**src/rtl/change_return_unit_pkg.sv**
```systemverilog
// rtl/change_return_unit_pkg.sv - shared state encoding, defaults and helpers for the change return unit
// Purpose: package vend_pkg, imported by the interface, the inventory and the top.
// Ports: none (package).
package vend_pkg;

  typedef enum logic [1:0] {
    S_IDLE = 2'd0,
    S_SCAN = 2'd1,
    S_DROP = 2'd2,
    S_DONE = 2'd3
  } state_t;

  localparam int DEF_N_DENOM  = 4;
  localparam int DEF_CREDIT_W = 12;
  localparam logic [DEF_N_DENOM*DEF_CREDIT_W-1:0] DEF_DENOMS =
    {12'd1000, 12'd500, 12'd100, 12'd50};

  // Widest packed denomination table the slice helper accepts.
  localparam int DENOM_VEC_W = 256;

  // Index width; a single denomination still needs one select bit.
  function automatic int iw_of(input int n);
    return (n > 1) ? $clog2(n) : 1;
  endfunction

  // Value of denomination i from a packed table of w-bit slices.
  function automatic logic [31:0] denom_at(input logic [DENOM_VEC_W-1:0] denoms,
                                           input int w, input int i);
    logic [DENOM_VEC_W-1:0] s;
    s = denoms >> (i * w);
    return s[31:0] & ((32'd1 << w) - 32'd1);
  endfunction

endpackage

```
**src/rtl/change_return_unit_if.sv**
```systemverilog
// rtl/change_return_unit_if.sv - bus between the vending FSM / coin hardware and the change return unit
// Purpose: groups coin, purchase, refund, dispenser, restock and status signals.
// Ports: master = vending FSM and coin hardware side, slave = change_return_unit.
interface change_return_unit_if
  import vend_pkg::*;
#(
  parameter int N_DENOM  = DEF_N_DENOM,
  parameter int CREDIT_W = DEF_CREDIT_W,
  parameter int CNT_W    = 8
);
  localparam int IW = iw_of(N_DENOM);

  logic                Coin_Valid;
  logic [IW-1:0]       Coin_Sel;
  logic                Coin_Reject;
  logic [CREDIT_W-1:0] Price;
  logic                Buy;
  logic                Buy_Ok;
  logic                Buy_Fail;
  logic                Refund;
  logic                Refund_Done;
  logic                Short;
  logic [N_DENOM-1:0]  Drop;
  logic                Drop_Ack;
  logic                Restock;
  logic [IW-1:0]       Restock_Sel;
  logic [CNT_W-1:0]    Restock_Cnt;
  logic [IW-1:0]       Inv_Sel;
  logic [CNT_W-1:0]    Inv_Cnt;
  logic [CREDIT_W-1:0] Credit;
  logic                Busy;

  modport master (
    output Coin_Valid, Coin_Sel, Price, Buy, Refund, Drop_Ack,
           Restock, Restock_Sel, Restock_Cnt, Inv_Sel,
    input  Coin_Reject, Buy_Ok, Buy_Fail, Refund_Done, Short, Drop,
           Inv_Cnt, Credit, Busy
  );

  modport slave (
    input  Coin_Valid, Coin_Sel, Price, Buy, Refund, Drop_Ack,
           Restock, Restock_Sel, Restock_Cnt, Inv_Sel,
    output Coin_Reject, Buy_Ok, Buy_Fail, Refund_Done, Short, Drop,
           Inv_Cnt, Credit, Busy
  );

endinterface

```
**src/rtl/change_return_unit_coin_inventory.sv**
```systemverilog
// rtl/change_return_unit_coin_inventory.sv - per-denomination saturating coin counters
// Purpose: N_DENOM counters, priority load > dec > inc, never wrapping.
// Ports: clk/rst, inc/dec/load with selects, rd_sel/rd_cnt external read,
//        scan_sel/scan_cnt internal read (both combinational).
module coin_inventory
  import vend_pkg::*;
#(
  parameter int N_DENOM  = 4,
  parameter int CNT_W    = 8,
  parameter int INIT_INV = 0,
  parameter int IW       = iw_of(N_DENOM)
) (
  input  logic             clk,
  input  logic             rst,
  input  logic             inc,
  input  logic [IW-1:0]    inc_sel,
  input  logic             dec,
  input  logic [IW-1:0]    dec_sel,
  input  logic             load,
  input  logic [IW-1:0]    load_sel,
  input  logic [CNT_W-1:0] load_cnt,
  input  logic [IW-1:0]    rd_sel,
  output logic [CNT_W-1:0] rd_cnt,
  input  logic [IW-1:0]    scan_sel,
  output logic [CNT_W-1:0] scan_cnt
);
  localparam logic [CNT_W-1:0] CNT_MAX = '1;

  logic [CNT_W-1:0] cnt [N_DENOM];

  // An out-of-range select matches no counter, so it is silently dropped.
  always_ff @(posedge clk) begin
    for (int i = 0; i < N_DENOM; i++) begin
      if (rst) begin
        cnt[i] <= CNT_W'(INIT_INV);
      end else if (load && load_sel == IW'(i)) begin
        cnt[i] <= load_cnt;
      end else if (dec && dec_sel == IW'(i)) begin
        if (cnt[i] != '0) cnt[i] <= cnt[i] - CNT_W'(1);
      end else if (inc && inc_sel == IW'(i)) begin
        if (cnt[i] != CNT_MAX) cnt[i] <= cnt[i] + CNT_W'(1);
      end
    end
  end

  always_comb begin
    rd_cnt = '0;
    for (int i = 0; i < N_DENOM; i++)
      if (rd_sel == IW'(i)) rd_cnt = cnt[i];
  end

  always_comb begin
    scan_cnt = '0;
    for (int i = 0; i < N_DENOM; i++)
      if (scan_sel == IW'(i)) scan_cnt = cnt[i];
  end

endmodule

```
**src/rtl/change_return_unit.sv**
```systemverilog
// rtl/change_return_unit.sv - credit, purchase and greedy change dispensing controller
// Purpose: accumulates coin credit, debits purchases, refunds largest-first.
// Ports: CLK, RST (sync active-high), bus (change_return_unit_if.slave).
module change_return_unit
  import vend_pkg::*;
#(
  parameter int N_DENOM    = DEF_N_DENOM,
  parameter int CREDIT_W   = DEF_CREDIT_W,
  parameter int CNT_W      = 8,
  parameter logic [N_DENOM*CREDIT_W-1:0] DENOMS = DEF_DENOMS,
  parameter int MAX_CREDIT = 3000,
  parameter int INIT_INV   = 0
) (
  input  logic CLK,
  input  logic RST,
  change_return_unit_if.slave bus
);
  localparam int IW = iw_of(N_DENOM);
  localparam logic [N_DENOM-1:0] ONE_HOT0 = N_DENOM'(1);

  state_t              state, state_n;
  logic [CREDIT_W-1:0] credit_q, credit_n;
  logic [IW-1:0]       idx_q, idx_n;
  logic reject_q, reject_n, ok_q, ok_n, fail_q, fail_n;
  logic done_q, done_n, short_q, short_n;
  logic inv_inc, inv_dec, inv_load;

  logic [CREDIT_W-1:0] coin_val, scan_den;
  logic [CREDIT_W:0]   coin_sum;
  logic [IW-1:0]       int_sel;
  logic [CNT_W-1:0]    int_cnt;
  logic                sel_ok;

  assign coin_val = CREDIT_W'(denom_at(DENOM_VEC_W'(DENOMS), CREDIT_W, int'(bus.Coin_Sel)));
  assign scan_den = CREDIT_W'(denom_at(DENOM_VEC_W'(DENOMS), CREDIT_W, int'(idx_q)));
  assign coin_sum = {1'b0, credit_q} + {1'b0, coin_val};

  // The single internal read port serves the coin-full check in IDLE and the scan elsewhere.
  assign int_sel = (state == S_IDLE) ? bus.Coin_Sel : idx_q;

  generate
    if ((1 << IW) > N_DENOM) begin : g_sel_chk
      assign sel_ok = (bus.Coin_Sel < IW'(N_DENOM));
    end else begin : g_sel_full
      assign sel_ok = 1'b1;
    end
  endgenerate

  coin_inventory #(
    .N_DENOM (N_DENOM),
    .CNT_W   (CNT_W),
    .INIT_INV(INIT_INV),
    .IW      (IW)
  ) u_inv (
    .clk     (CLK),
    .rst     (RST),
    .inc     (inv_inc),
    .inc_sel (bus.Coin_Sel),
    .dec     (inv_dec),
    .dec_sel (idx_q),
    .load    (inv_load),
    .load_sel(bus.Restock_Sel),
    .load_cnt(bus.Restock_Cnt),
    .rd_sel  (bus.Inv_Sel),
    .rd_cnt  (bus.Inv_Cnt),
    .scan_sel(int_sel),
    .scan_cnt(int_cnt)
  );

  always_ff @(posedge CLK) begin
    if (RST) begin
      state    <= S_IDLE;
      credit_q <= '0;
      idx_q    <= IW'(N_DENOM - 1);
      reject_q <= 1'b0;
      ok_q     <= 1'b0;
      fail_q   <= 1'b0;
      done_q   <= 1'b0;
      short_q  <= 1'b0;
    end else begin
      state    <= state_n;
      credit_q <= credit_n;
      idx_q    <= idx_n;
      reject_q <= reject_n;
      ok_q     <= ok_n;
      fail_q   <= fail_n;
      done_q   <= done_n;
      short_q  <= short_n;
    end
  end

  always_comb begin
    state_n  = state;
    credit_n = credit_q;
    idx_n    = idx_q;
    reject_n = 1'b0;
    ok_n     = 1'b0;
    fail_n   = 1'b0;
    done_n   = 1'b0;
    short_n  = 1'b0;
    inv_inc  = 1'b0;
    inv_dec  = 1'b0;
    inv_load = 1'b0;

    // Outside IDLE every coin bounces and every purchase is refused.
    if (state != S_IDLE) begin
      reject_n = bus.Coin_Valid;
      fail_n   = bus.Buy;
    end

    unique case (state)
      S_IDLE: begin
        if (bus.Refund) begin
          state_n  = S_SCAN;
          idx_n    = IW'(N_DENOM - 1);
          fail_n   = bus.Buy;
          reject_n = bus.Coin_Valid;
        end else if (bus.Buy) begin
          reject_n = bus.Coin_Valid;
          if (bus.Price <= credit_q) begin
            credit_n = credit_q - bus.Price;
            ok_n     = 1'b1;
          end else begin
            fail_n   = 1'b1;
          end
        end else if (bus.Coin_Valid) begin
          if (!sel_ok || coin_sum > (CREDIT_W+1)'(MAX_CREDIT) || int_cnt == '1) begin
            reject_n = 1'b1;
          end else begin
            credit_n = coin_sum[CREDIT_W-1:0];
            inv_inc  = 1'b1;
          end
        end else if (bus.Restock) begin
          inv_load = 1'b1;
        end
      end
      S_SCAN: begin
        if (scan_den <= credit_q && int_cnt != '0) state_n = S_DROP;
        else if (idx_q == '0)                      state_n = S_DONE;
        else                                       idx_n   = idx_q - IW'(1);
      end
      S_DROP: begin
        // Same index is rescanned so several coins of one value can go out in a row.
        if (bus.Drop_Ack) begin
          credit_n = credit_q - scan_den;
          inv_dec  = 1'b1;
          state_n  = S_SCAN;
        end
      end
      S_DONE: begin
        done_n  = 1'b1;
        short_n = (credit_q != '0);
        state_n = S_IDLE;
      end
      default: state_n = S_IDLE;
    endcase
  end

  assign bus.Coin_Reject = reject_q;
  assign bus.Buy_Ok      = ok_q;
  assign bus.Buy_Fail    = fail_q;
  assign bus.Refund_Done = done_q;
  assign bus.Short       = short_q;
  assign bus.Credit      = credit_q;
  assign bus.Busy        = (state != S_IDLE);
  assign bus.Drop        = (state == S_DROP) ? (ONE_HOT0 << idx_q) : '0;

endmodule

```
**src/flat_wrapper.sv**
```systemverilog
// flat-port wrapper written by rule: the top's interface ports become plain ports
module change_return_unit_flat import vend_pkg::*;
#(
  parameter int N_DENOM    = DEF_N_DENOM,
  parameter int CREDIT_W   = DEF_CREDIT_W,
  parameter int CNT_W      = 8,
  parameter logic [N_DENOM*CREDIT_W-1:0] DENOMS = DEF_DENOMS,
  parameter int MAX_CREDIT = 3000,
  parameter int INIT_INV   = 0
)
  (CLK, RST, bus_Coin_Valid, bus_Coin_Sel, bus_Price, bus_Buy, bus_Refund, bus_Drop_Ack, bus_Restock, bus_Restock_Sel, bus_Restock_Cnt, bus_Inv_Sel, bus_Coin_Reject, bus_Buy_Ok, bus_Buy_Fail, bus_Refund_Done, bus_Short, bus_Drop, bus_Inv_Cnt, bus_Credit, bus_Busy);
  change_return_unit_if #(.N_DENOM(N_DENOM), .CREDIT_W(CREDIT_W), .CNT_W(CNT_W)) bus_i ();
  input  logic CLK;
  input  logic RST;
  input wire logic [$bits(bus_i.Coin_Valid)-1:0] bus_Coin_Valid;
  input wire logic [$bits(bus_i.Coin_Sel)-1:0] bus_Coin_Sel;
  input wire logic [$bits(bus_i.Price)-1:0] bus_Price;
  input wire logic [$bits(bus_i.Buy)-1:0] bus_Buy;
  input wire logic [$bits(bus_i.Refund)-1:0] bus_Refund;
  input wire logic [$bits(bus_i.Drop_Ack)-1:0] bus_Drop_Ack;
  input wire logic [$bits(bus_i.Restock)-1:0] bus_Restock;
  input wire logic [$bits(bus_i.Restock_Sel)-1:0] bus_Restock_Sel;
  input wire logic [$bits(bus_i.Restock_Cnt)-1:0] bus_Restock_Cnt;
  input wire logic [$bits(bus_i.Inv_Sel)-1:0] bus_Inv_Sel;
  output wire logic [$bits(bus_i.Coin_Reject)-1:0] bus_Coin_Reject;
  output wire logic [$bits(bus_i.Buy_Ok)-1:0] bus_Buy_Ok;
  output wire logic [$bits(bus_i.Buy_Fail)-1:0] bus_Buy_Fail;
  output wire logic [$bits(bus_i.Refund_Done)-1:0] bus_Refund_Done;
  output wire logic [$bits(bus_i.Short)-1:0] bus_Short;
  output wire logic [$bits(bus_i.Drop)-1:0] bus_Drop;
  output wire logic [$bits(bus_i.Inv_Cnt)-1:0] bus_Inv_Cnt;
  output wire logic [$bits(bus_i.Credit)-1:0] bus_Credit;
  output wire logic [$bits(bus_i.Busy)-1:0] bus_Busy;
  assign bus_i.Coin_Valid = bus_Coin_Valid;
  assign bus_i.Coin_Sel = bus_Coin_Sel;
  assign bus_i.Price = bus_Price;
  assign bus_i.Buy = bus_Buy;
  assign bus_i.Refund = bus_Refund;
  assign bus_i.Drop_Ack = bus_Drop_Ack;
  assign bus_i.Restock = bus_Restock;
  assign bus_i.Restock_Sel = bus_Restock_Sel;
  assign bus_i.Restock_Cnt = bus_Restock_Cnt;
  assign bus_i.Inv_Sel = bus_Inv_Sel;
  assign bus_Coin_Reject = bus_i.Coin_Reject;
  assign bus_Buy_Ok = bus_i.Buy_Ok;
  assign bus_Buy_Fail = bus_i.Buy_Fail;
  assign bus_Refund_Done = bus_i.Refund_Done;
  assign bus_Short = bus_i.Short;
  assign bus_Drop = bus_i.Drop;
  assign bus_Inv_Cnt = bus_i.Inv_Cnt;
  assign bus_Credit = bus_i.Credit;
  assign bus_Busy = bus_i.Busy;
  change_return_unit #(.N_DENOM(N_DENOM), .CREDIT_W(CREDIT_W), .CNT_W(CNT_W), .DENOMS(DENOMS), .MAX_CREDIT(MAX_CREDIT), .INIT_INV(INIT_INV)) u_core (.CLK(CLK), .RST(RST), .bus(bus_i));
endmodule
```
**config.mk**
```make
export PLATFORM = sky130hd
export DESIGN_NAME = change_return_unit_flat
export DESIGN_NICKNAME = d
export VERILOG_FILES = /design/src/rtl/change_return_unit_pkg.sv /design/src/rtl/change_return_unit_if.sv /design/src/rtl/change_return_unit_coin_inventory.sv /design/src/rtl/change_return_unit.sv /design/src/flat_wrapper.sv
export SDC_FILE = /design/constraint.sdc
export NUM_CORES = 1
export LEC_CHECK = 0
export ABC_AREA = 0
export BUFFER_PORTS_ARGS = -buffer_cell sky130_fd_sc_hd__buf_4
export CAP_MARGIN = 5
export CORE_ASPECT_RATIO = 1.75
export CORE_MARGIN = 1
export CORE_UTILIZATION = 47
export CTS_CLUSTER_SIZE = 40
export DETAILED_ROUTE_END_ITERATION = 7
export GPL_ROUTABILITY_DRIVEN = 0
export PLACE_DENSITY = 0.73
export SLEW_MARGIN = 5
export SYNTH_ARGS = -nofsm -noshare
export SYNTH_HDL_FRONTEND = slang
export SYNTH_SLANG_ARGS = --single-unit
```
**constraint.sdc**
```tcl
create_clock -name CLK -period 6.6 [get_ports CLK]
set_input_delay 0.99 -clock CLK [delete_from_list [all_inputs] [get_ports CLK]]
set_output_delay 0.99 -clock CLK [all_outputs]
set_load 0.02 [all_outputs]
```
Yosys cells after proc, flatten, opt, wreduce, memory -nomap -nowiden --
Memories as Yosys holds them, arrays and structs flattened. Index checks and enable logic that the tools add are counted.
Storage, ports and cells: bits in registers 21, bits in writable memories 32, bits of input ports 33, output and inout port bits 30, logic and storage cells 231, memories 1
Memory list:
- u_core.u_inv.cnt | words 4, width 8, rd ports 4, clocked after Yosys merged registers in 0, wr ports 4, RTL line change_return_unit_coin_inventory.sv:29 | logic [CNT_W-1:0] cnt [N_DENOM];
Cells by class: $add $sub $neg 12, multipliers 2, $lt $le $gt $ge 3, equality and inequality tests 32, shift operators 3, muxes and demuxes 121, bitwise logic cells 15, reductions and logical operators 34
Operator list (number):
- 8-bit 2-to-1 mux | 20
- 46-bit by 32-bit right shift with 12-bit output (first input constant) | 2
- 1-bit 2-to-1 mux | 83
- 12-bit 2-to-1 mux | 6
- 8-bit nonzero test | 5
- 8-bit by 1-bit adder with 8-bit output (second input constant) | 4
- 8-bit inequality test (second input constant) | 4
- 8-bit by 1-bit subtractor with 8-bit output (second input constant) | 4
- 2-bit equality test (second input constant) | 12
- 12-bit <= comparator | 2
- 12-bit case mux with 2 select lines | 1
- 12-bit subtractor | 2
- 2-bit 2-to-1 mux | 8
- 12-bit by 12-bit adder with 13-bit output | 1
- 13-bit by 12-bit > comparator with 1-bit output (second input constant) | 1
- 1-bit logical AND | 13
- 2-bit by 1-bit equality test with 1-bit output (second input constant) | 6
- 2-bit logical NOT | 6
- 1-bit bitwise OR | 12
- 12-bit nonzero test | 1
- 2-bit inequality test (second input constant) | 5
- 3-bit inequality test (second input constant) | 3
- 8-bit equality test (second input constant) | 1
- 2-bit by 2-bit multiplier with 4-bit output (second input constant) | 2
- other kinds (14) | 18

Logic depth before layout (Yosys ltp) --
depth in word-level cells 21, mapped depth 14, gate-level depth less buffers 13

Modules after synthesis --
A second synthesis with hierarchy kept.
Second synthesis, totals: cell total of the unflattened synthesis 722, area total of the unflattened synthesis 6059.6 sq um
By module, submodules not included:
- coin_inventory | instances 1, cells each 337, area each 3210.6 sq um, sequential area each 960.9 sq um
- change_return_unit | instances 1, cells each 385, area each 2849.0 sq um, sequential area each 420.4 sq um

Worst setup path before layout --
OpenSTA, ideal clock, no wires.
kind input to register, start point input bus_Coin_Sel[0], end point memory u_core.u_inv.cnt[2][0], enable pin, setup time 337 ps, arrival 3938 ps, data required time 6263 ps, slack 2326 ps, stages 13, buffers on the path 1, cell sequence inv_1 -> ha_1 -> ha_1 -> inv_1 -> fa_1 -> nor2b_1 -> o221ai_2 -> a221oi_2 -> and4b_4 -> or2_4 -> or3_1 -> clkbuf_1 -> nand3_1
RTL lines:
- from (decl) | RTL line flat_wrapper.sv:16 | input wire logic [$bits(bus_i.Coin_Sel)-1:0] bus_Coin_Sel;
- to (decl) | RTL line change_return_unit_coin_inventory.sv:29

==> run summary <==
Vert. Die Dim -> 154 µm
largest family of logic cells by synthesized area -> simple AND/OR/NAND/NOR gates
Slew Viols, Final -> 0
fin crit share -> 68.7%
Worst R2R Start -> u_core.bus.Credit[1]$_SDFFE_PP0P_
Worst Path Required -> 6.56 ns
hold crit path type -> reg -> reg
GRT Total Usage -> 30.4%
number of global-route vias before repair -> 6233
count leader, synth -> nand2_1
Syn Area/Cell -> 7.98 µm²
Final Total Pwr -> 1.13 mW
CP Max Fanout -> 11
P&R area growth vs syn -> 9.81%
EDFF count, synth -> 32
commonest cells in the synthesized netlist -> nand2_1 (72), inv_1 (52), ha_1 (49), o21ai_0 (49), a21oi_1 (44)
run status -> finished, final reports clean
TritonCTS Buffers -> 5
crit path launch type -> input port
clock power share -> 23.7%
drt pass-1 iters -> 5
share of post-route cells with drive strength above 1 -> 12.6%
synthesized instance count -> 780
Sum Neg Setup Slack -> 0 ns
worst reg2reg path depth -> 9
P_leak -> 2.71 nW
Yosys top cell by area -> edfxtp_1
vias per cell -> 6.54
Compound-Gate Fraction of Synth Area -> 23.4%
worst skew pair latency -> 0.30 ns
WL final -> 20500 µm
residual DRC count -> 0
Worst Tran Pin Value -> 0.929 ns
top cell type's share of synthesized area -> 15.4%
storage element area -> 1380 µm²
R2R setup slack -> 2.56 ns
CTS root buffer -> clkbuf_16
clock skew -> 0.00935 ns
area of the multi-input gates -> 4410 µm²
Worst-path clk slew -> 0.07 ns
core region area -> 12900 µm²
GRT overflow -> 0
Worst R2R End -> u_core.u_inv.cnt[1][1]$_DFFE_PP_
post-synthesis net count -> 864
post-CTS sizing -> 0
simple-gate share of the synthesized area -> 25.2%
register area share after synthesis -> 22.2%
fin nets -> 883
Arr. time, crit path -> 4.50 ns
Comb pwr share -> 38.6%
switching power -> 0.437 mW
drt wl/cell -> 21.1 µm
Die W -> 89.0 µm
CP startpoint -> bus_Coin_Sel[0]
Die ar. -> 13700 µm²
CTS tree -> done
Worst slew margin -> 37.6%
first-pass GRT wire length -> 31500 µm
Initial DRC Count -> 450
# setup viols final -> 0
antenna violations before repair -> 0
IO Port Bufs -> 62
endpoint class of the critical path -> flip-flop
Via Count -> 6350
min cycle time layout -> 4.53 ns
main flop type after synthesis -> edfxtp_1
Starting Density -> 48.1%
post-synthesis adder-cell area fraction -> 10.5%
Distinct cells, synth -> 85
YS warnings -> 0
setup bufs post-CTS -> 0
fraction of synthesized area in multiplexers -> 3.66%
top area cells in the synthesized netlist -> edfxtp_1 (15%), ha_1 (9.8%), dfxtp_1 (6.8%), xor2_1 (4.4%), nand2_1 (4.3%)
fraction of synthesized cell area in xor and xnor cells -> 8.16%
Max Fclk -> 221 MHz
power per cell area -> 165 nW/µm²
internal power -> 0.692 mW
Hold EP -> u_core.bus.Credit[0]$_SDFFE_PP0P_
Cell Area, Synth -> 6220 µm²
Detailed Place HPWL -> 15500 µm
fill count -> 1306
Hold Violations, Final -> 0
final core utilization -> 52.8%
hold_sp -> u_core.bus.Credit[0]$_SDFFE_PP0P_
I/O pin count -> 63
worst hold slack -> 0.582 ns
RSZ-0062 raised after global routing -> false
number of max-cap violations -> 0
largest net degree at the start of global routing -> 25
register share of total power -> 37.7%
hold buffer count at CTS -> 0
Net Sw Frac -> 38.7%
antenna viol nets, final -> 0
worst vdd ir -> 103 µV
hold path depth -> 2
Async SR Flop Fraction -> 0%
Synth Register Bits -> 53
Max clock buf depth -> 2
CTS H-tree depth -> 2
critical path class -> in -> reg
Sink Count -> 53
antenna cells -> 0
Row Count -> 55
==> logic make-up after synthesis <==
kind of cell,Yosys count
muxes,12
DFF,53
xor gates and xnor gates,58
adders and majority gates,51
buffers and inverters,106
and+or+nand+nor,293
AOI/OAI and AO/OA,207
==> flip-flops by register name (all words and copies together), names as in the netlist <==
| signal | cells |
|---|---|
| u_core.state | 2 |
| u_core.bus.Refund_Done | 1 |
| u_core.idx_q | 2 |
| u_core.bus.Buy_Ok | 1 |
| u_core.bus.Buy_Fail | 1 |
| u_core.bus.Credit | 12 |
| u_core.bus.Short | 1 |
| u_core.u_inv.cnt | 32 |
| u_core.bus.Coin_Reject | 1 |
==> power groups by stage <==
stage	clock (mW)	sequential (mW)	combinational, mW
after floorplan	0	0.400	0.325
after global placement	0	0.431	0.423
after detailed placement	0	0.431	0.426
after CTS	0.266	0.423	0.429
after global routing	0.280	0.427	0.478
final	0.268	0.425	0.436
==> layer usage <==
| metal | up-vias | share of wire [%] | global-route usage, % |
|---|---|---|---|
| li1 | 2946 | - | - |
| met2 | 341 | 50 | 52.8 |
| met5 | - | 0 | 0 |
| met1 | 2967 | 35 | 31.7 |
| met3 | 96 | 7.1 | 4.06 |
| met4 | 0 | 7.9 | 24.5 |
==> final cells by class <==
| class | count | area share, % |
|---|---|---|
| Clock buffer | 5 | 1.83 |
| Clock inverter | 3 | 0.256 |
| Inverter | 54 | 2.97 |
| Multi-Input combinational cell | 621 | 64.6 |
| Sequential cell | 53 | 20.2 |
| Tap cell | 171 | 3.13 |
| Timing Repair Buffer | 64 | 7.03 |
==> placed cells by master, fill, tap and decap left out, drive strengths merged, types with 31 or more instances in the layout <==
| master | synthesis | final |
|---|---|---|
| buf | 13 | 64 |
| xor2 | 31 | 31 |
| o21ai | 49 | 49 |
| ha | 49 | 49 |
| edfxtp | 32 | 32 |
| nor2 | 44 | 44 |
| nand2 | 72 | 72 |
| nand3 | 35 | 35 |
| inv | 52 | 52 |
| a21oi | 44 | 44 |
==> through the flow <==
step / setup slack [ns] / area [µm²] / std cells
floorplan: 2.33 / 6220 / 780
global placement: 1.88 / 6690 / 963
detailed placement: 1.80 / 6690 / 963
CTS: 2.11 / 6840 / 971
global route: 1.81 / 6840 / 971
finish: 2.07 / 6840 / 971
==> critical path, stage by stage <==
cell	delay [ns]
buf_4	0.13
inv_1	0.12
ha_1	0.19
ha_1	0.21
inv_1	0.07
fa_1	0.46
nor2b_1	0.22
o221ai_2	0.18
a221oi_2	0.50
and4b_4	0.29
or4_1	0.72
nand3_1	0.40
==> worst max path at each step <==
stage                                      endpoint  slack [ns]  depth (start not counted)
6_report           u_core.u_inv.cnt[1][1]$_DFFE_PP_        2.07                         12
5_1_grt        u_core.u_inv.cnt[2][7]$_SDFFCE_PN0P_        1.81                         13
4_1_cts        u_core.u_inv.cnt[2][2]$_SDFFCE_PN0P_        2.11                         13
3_5_place_dp   u_core.u_inv.cnt[2][2]$_SDFFCE_PN0P_        1.80                         13
3_3_place_gp   u_core.u_inv.cnt[2][3]$_SDFFCE_PN0P_        1.88                         13
2_1_floorplan  u_core.u_inv.cnt[2][0]$_SDFFCE_PN0P_        2.33                         13
(Power assumes the default switching activity.)
